[src/rtl/redutor_pkg.sv]
// Shared constants and types for the 32->16 signed narrowing path (redutor_sinal).
package redutor_pkg;

    localparam int LARG_ENTRADA_PADRAO  = 32;
    localparam int LARG_SAIDA_PADRAO    = 16;
    localparam int LARG_CONTADOR_PADRAO = 8;

    localparam logic [15:0] SAT_MAX = 16'h7FFF;
    localparam logic [15:0] SAT_MIN = 16'h8000;

    typedef struct packed {
        logic [LARG_SAIDA_PADRAO-1:0] palavra;
        logic                         estouro;
    } entrada_fila_t;

endpackage

[src/rtl/redutor_sinal_fila_2.sv]
// fila_2: two-entry synchronous FIFO, generic in entry width; output reads as zero when empty.
module fila_2 #(
    parameter int LARGURA = 17
) (
    input  logic               clk,
    input  logic               rst_n,
    input  logic               i_push,
    input  logic               i_pop,
    input  logic [LARGURA-1:0] i_dado,
    output logic [LARGURA-1:0] o_dado,
    output logic               o_cheia,
    output logic               o_vazia
);

    logic [LARGURA-1:0] r_mem [2];
    logic               r_rd;
    logic               r_wr;
    logic [1:0]         r_nivel;
    logic               w_push_ok;
    logic               w_pop_ok;

    // A push into a full FIFO is dropped even when a pop happens in the same cycle.
    assign w_push_ok = i_push & (r_nivel != 2'd2);
    assign w_pop_ok  = i_pop & (r_nivel != 2'd0);

    always_ff @(posedge clk) begin
        if (w_push_ok) begin
            r_mem[r_wr] <= i_dado;
        end
    end

    always_ff @(posedge clk or negedge rst_n) begin
        if (!rst_n) begin
            r_rd    <= 1'b0;
            r_wr    <= 1'b0;
            r_nivel <= 2'd0;
        end else begin
            if (w_push_ok) begin
                r_wr <= ~r_wr;
            end
            if (w_pop_ok) begin
                r_rd <= ~r_rd;
            end
            case ({w_push_ok, w_pop_ok})
                2'b10:   r_nivel <= r_nivel + 2'd1;
                2'b01:   r_nivel <= r_nivel - 2'd1;
                default: r_nivel <= r_nivel;
            endcase
        end
    end

    assign o_cheia = (r_nivel == 2'd2);
    assign o_vazia = (r_nivel == 2'd0);
    assign o_dado  = o_vazia ? '0 : r_mem[r_rd];

endmodule

[src/rtl/redutor_sinal.sv]
// redutor_sinal: narrows signed words to a smaller width with per-word saturate/wrap, 2-entry stream buffer.
// Optional overflow counter port enabled by defining REDUTOR_CONTADOR_EN.
module redutor_sinal
    import redutor_pkg::*;
#(
    parameter int LARGURA_ENTRADA  = LARG_ENTRADA_PADRAO,
    parameter int LARGURA_SAIDA    = LARG_SAIDA_PADRAO,
    parameter int LARGURA_CONTADOR = LARG_CONTADOR_PADRAO
) (
    input  logic                        clk,
    input  logic                        rst_n,
    input  logic                        entrada_valida,
    output logic                        entrada_pronta,
    input  logic [LARGURA_ENTRADA-1:0]  palavra_entrada,
    input  logic                        modo_saturar,
    output logic                        saida_valida,
    input  logic                        saida_pronta,
    output logic [LARGURA_SAIDA-1:0]    palavra_saida,
    output logic                        saida_estourou,
    output logic                        estouro_sticky,
    input  logic                        limpar_status
`ifdef REDUTOR_CONTADOR_EN
    ,
    output logic [LARGURA_CONTADOR-1:0] contador_estouro
`endif
);

    localparam int LARGURA_TOPO = LARGURA_ENTRADA - LARGURA_SAIDA + 1;

    function automatic logic [LARGURA_SAIDA-1:0] saturar(input logic negativo);
        return negativo ? {1'b1, {(LARGURA_SAIDA-1){1'b0}}}
                        : {1'b0, {(LARGURA_SAIDA-1){1'b1}}};
    endfunction

    logic signed [LARGURA_ENTRADA-1:0] w_palavra_s;
    logic [LARGURA_TOPO-1:0]           w_topo;
    logic                              w_estouro;
    logic [LARGURA_SAIDA-1:0]          w_resultado;
    logic                              w_push;
    logic                              w_pop;
    logic                              w_cheia;
    logic                              w_vazia;
    logic [LARGURA_SAIDA:0]            w_cabeca;
    logic                              r_sticky;

    assign w_palavra_s = palavra_entrada;
    assign w_topo      = palavra_entrada[LARGURA_ENTRADA-1:LARGURA_SAIDA-1];

    // The word fits only when the dropped bits are copies of the new sign bit.
    assign w_estouro   = ~((&w_topo) | ~(|w_topo));
    assign w_resultado = (w_estouro && modo_saturar)
                       ? saturar(w_palavra_s[LARGURA_ENTRADA-1])
                       : palavra_entrada[LARGURA_SAIDA-1:0];

    assign w_push = entrada_valida & entrada_pronta;
    assign w_pop  = saida_valida & saida_pronta;

    fila_2 #(
        .LARGURA (LARGURA_SAIDA + 1)
    ) u_fila (
        .clk     (clk),
        .rst_n   (rst_n),
        .i_push  (w_push),
        .i_pop   (w_pop),
        .i_dado  ({w_resultado, w_estouro}),
        .o_dado  (w_cabeca),
        .o_cheia (w_cheia),
        .o_vazia (w_vazia)
    );

    assign entrada_pronta = ~w_cheia;
    assign saida_valida   = ~w_vazia;
    assign palavra_saida  = w_cabeca[LARGURA_SAIDA:1];
    assign saida_estourou = w_cabeca[0];

    // Set has priority over clear so an overflow in the clearing cycle is not lost.
    always_ff @(posedge clk or negedge rst_n) begin
        if (!rst_n) begin
            r_sticky <= 1'b0;
        end else if (w_push && w_estouro) begin
            r_sticky <= 1'b1;
        end else if (limpar_status) begin
            r_sticky <= 1'b0;
        end
    end

    assign estouro_sticky = r_sticky;

`ifdef REDUTOR_CONTADOR_EN
    logic [LARGURA_CONTADOR-1:0] r_contador;

    always_ff @(posedge clk or negedge rst_n) begin
        if (!rst_n) begin
            r_contador <= '0;
        end else if (limpar_status) begin
            r_contador <= '0;
        end else if (w_push && w_estouro && (r_contador != '1)) begin
            r_contador <= r_contador + 1'b1;
        end
    end

    assign contador_estouro = r_contador;
`endif

endmodule

[config.mk]
export PLATFORM = sky130hd
export DESIGN_NAME = redutor_sinal
export DESIGN_NICKNAME = d
export VERILOG_FILES = /design/src/rtl/redutor_pkg.sv /design/src/rtl/redutor_sinal_fila_2.sv /design/src/rtl/redutor_sinal.sv
export SDC_FILE = /design/constraint.sdc
export NUM_CORES = 1
export LEC_CHECK = 0
export ABC_AREA = 1
export CAP_MARGIN = 20
export CORE_MARGIN = 3
export CORE_UTILIZATION = 50
export CTS_BUF_LIST = sky130_fd_sc_hd__clkbuf_8 sky130_fd_sc_hd__clkbuf_16
export DETAILED_ROUTE_END_ITERATION = 7
export PLACE_DENSITY = 0.86
export SLEW_MARGIN = 30
export SYNTH_ARGS = -nofsm -noshare
export SYNTH_HDL_FRONTEND = slang
export SYNTH_HIERARCHICAL = 1
export SYNTH_SLANG_ARGS = --single-unit
[constraint.sdc]
create_clock -name clk -period 6 [get_ports clk]
set_input_delay 1.2 -clock clk [delete_from_list [all_inputs] [get_ports clk]]
set_output_delay 1.2 -clock clk [all_outputs]
set_load 0.01 [all_outputs]
==> impl_metrics.env <==
export IMPL_wl_per_cell_microns=13.2
export IMPL_gp_congestion=0.783
export IMPL_die_area_sq_um=4690
export IMPL_period_minus_slack_ns=3.22
export IMPL_syn_to_final_growth_pct=34.0
export IMPL_crit_arrival_ns=2.02
export IMPL_routed_via_density=4.99
export IMPL_rsz0062_at_grt="no"
export IMPL_synth_cell_type_count=25
export IMPL_cts_post_setup_buffers_inserted=0
export IMPL_fin_util_pct=70.4
export IMPL_vias=1578
export IMPL_fp_row_count=22
export IMPL_clkPwrFrac_pct=15.9
export IMPL_die_h_microns=68.5
export IMPL_r2r_start="u_fila/r_nivel[1]$_DFFE_PN0P_"
export IMPL_clkTransAtPathRegs_ns=0.07
export IMPL_worst_setup_path_type="reg2out"
export IMPL_switchingPower_mw=0.378
export IMPL_dpl_instance_area_sq_um=2530
export IMPL_leakagePower_nw=1.06
export IMPL_synth_common_cells="nand2_1, edfxtp_1, nor2_1"
export IMPL_synth_area_top_cells="edfxtp_1, nand2_1, dfrtp_1, a21oi_1, nor2_1"
export IMPL_r2r_end="u_fila/r_mem[0][7]$_DFFE_PP_"
export IMPL_endpoint="palavra_saida[8]"
export IMPL_first_pass_iters=4
export IMPL_wirelength_mm=4.17
export IMPL_core_sq_um=3720
export IMPL_period_share_pct=53.7
export IMPL_max_slew_margin_rel_pct=52.3
export IMPL_grt_pass1_wl_mm=6.39
export IMPL_io_pins=58
export IMPL_powerDensity_nw_per_um2=408
export IMPL_pwr_share_comb_pct=44.6
export IMPL_nFillCells=276
export IMPL_syn_nets=247
export IMPL_worst_ir_drop_vdd_mv=0.241
export IMPL_cts_tree="done"
export IMPL_endpoint_kind="primary output"
export IMPL_synth_edf_count=34
export IMPL_status="finished clean"
export IMPL_synth_flop_cell="edfxtp_1"
export IMPL_slew_viol_final=0
export IMPL_seq_power_share_pct=39.5
export IMPL_cp_required_ns=4.80
export IMPL_fin_setup_tns_ns=0
export IMPL_seq_area_frac_synth_pct=58.7
export IMPL_fin_worst_skew_ns=0.00252
export IMPL_yosys_warnings=6
export IMPL_setup_viol=0
export IMPL_drive_gt1_share_pct=7.46
export IMPL_power_internal_mw=0.689
export IMPL_ant_nets=0
export IMPL_seqCellArea_sq_um=1150
export IMPL_synth_area_per_cell_sq_um=9.39
export IMPL_initial_core_util_pct=52.6
export IMPL_nets=306
export IMPL_gr_total_overflow=0
export IMPL_cts_resized=0
export IMPL_synth_top_cell_area_share_pct=52.3
export IMPL_n_antenna_cell=0
export IMPL_regToRegSetupSlack_ns=4.16
export IMPL_track_usage_pct=18.8
export IMPL_async_flop_share_pct=12.8
export IMPL_die_w_microns=68.5
export IMPL_hold_violations=0
export IMPL_post_synth_top_count_cell="nand2_1"
export IMPL_drv_cap=0
export IMPL_critPathLaunch="u_fila/r_rd$_DFFE_PN0P_"
export IMPL_tightest_slew_ns=0.715
export IMPL_finalInstanceArea_sq_um=2620
export IMPL_htreeDepth=2
export IMPL_yosys_area_top_type="edfxtp_1"
export IMPL_cts_sinks=39
export IMPL_cts_buffers=5
export IMPL_reg2regPathDepth=5
export IMPL_clock_latency_ns=0.28
export IMPL_multi_input_area_sq_um=674
export IMPL_grt_pass1_vias=1453
export IMPL_swShare_pct=35.4
export IMPL_syn_inst=208
export IMPL_dp_hpwl_mm=3.02
export IMPL_io_buffers=57
export IMPL_critPathLaunchType="flip-flop"
export IMPL_max_clock_freq_mhz=310
export IMPL_cts_hold_buffers_added=0
export IMPL_clockBufferDepth=2
export IMPL_cp_max_fo=19
export IMPL_ys_ff_latch=39
export IMPL_cts_root_buf="clkbuf_8"
export IMPL_drt_initial_drc_count=72
export IMPL_antenna_found_initial=0
export IMPL_drc=0
export IMPL_hold_path_class="reg2reg"
export IMPL_syn_area_sq_um=1950
export IMPL_grt_start_max_net_pins=22
[stage by stage]
stage | worst slack [ns] | std cells | total power, mW | hold slack [ns]
after floorplan | 3.38 | 208 | 0.684 | 0.450
after global placement | 3.12 | 308 | 0.891 | 0.463
after detailed placement | 3.08 | 308 | 0.905 | 0.481
after CTS | 2.79 | 316 | 1.07 | 0.501
after global routing | 2.69 | 316 | 1.14 | 0.554
final | 2.78 | 316 | 1.07 | 0.514
[how the worst min path moves through the flow]
| stage | from | endpoint | slack [ns] | cells after the start |
|---|---|---|---|---|
| 6_report | u_fila/r_wr$_DFFE_PN0P_ | u_fila/r_wr$_DFFE_PN0P_ | 0.51 | 2 |
| 5_1_grt | u_fila/r_wr$_DFFE_PN0P_ | u_fila/r_wr$_DFFE_PN0P_ | 0.55 | 2 |
| 4_1_cts | u_fila/r_wr$_DFFE_PN0P_ | u_fila/r_wr$_DFFE_PN0P_ | 0.50 | 2 |
| 3_5_place_dp | u_fila/r_wr$_DFFE_PN0P_ | u_fila/r_wr$_DFFE_PN0P_ | 0.48 | 2 |
| 3_3_place_gp | u_fila/r_wr$_DFFE_PN0P_ | u_fila/r_wr$_DFFE_PN0P_ | 0.46 | 2 |
| 2_1_floorplan | u_fila/r_wr$_DFFE_PN0P_ | u_fila/r_wr$_DFFE_PN0P_ | 0.45 | 2 |
[registers in the layout (all words and copies together) (netlist names)]
register and flops:
estouro_sticky 1, u_fila/r_wr 1, u_fila/r_mem 34, u_fila/r_nivel 2
u_fila/r_rd 1
[layer usage]
| layer | GRT usage, % | wire, microns | part of all wire [%] | vias to the layer above |
|---|---|---|---|---|
| met5 | 0 | 0 | 0 | - |
| met2 | 34.2 | 2250 | 54 | 59 |
| met1 | 21.5 | 1610 | 38 | 708 |
| li1 | - | - | - | 805 |
| met3 | 3.40 | 243 | 5.8 | 6 |
| met4 | 7.94 | 70 | 1.7 | 0 |
[cell families after synthesis]
family / share of synthesized area [%]
simple gates: 28.3
flops: 58.7
buf+inv: 6.79
compound gates: 5.12
xor+xnor: 0.449
fa+ha+maj: 0.641
[worst max-delay path, stage by stage, from the launching register on]
cell and delay [ns]:
dfrtp_1 0.62, inv_4 0.29, nand2_1 0.08, a21oi_1 0.19, clkdlybuf4s50_1 0.57
[power by group through the flow]
stage / registers (mW) / logic, mW / clock network, mW
2_1_floorplan: 0.404 / 0.280 / 0
3_3_place_gp: 0.426 / 0.465 / 0
3_5_place_dp: 0.428 / 0.477 / 0
4_1_cts: 0.422 / 0.480 / 0.172
5_1_grt: 0.430 / 0.526 / 0.185
6_report: 0.422 / 0.476 / 0.169
[layout make-up]
type | instances | area share, %
clock inverters | 3 | 0.765
well taps | 48 | 2.29
multi-input cells | 146 | 25.8
repair buffers | 59 | 22.4
clock buffers | 5 | 2.63
flip-flops and latches | 39 | 43.8
inverters | 16 | 2.39
[cell usage in the layout (no fill, tap or decap), types with 5 or more instances in the layout]
cell and count:
nand4_1 6, clkdlybuf4s50_1 57, nand2_1 86, nor2_1 18, a21oi_1 17, clkbuf_8 5
edfxtp_1 34, inv_1 15, dfrtp_1 5
Note: power is estimated with default switching activity, not from simulation.
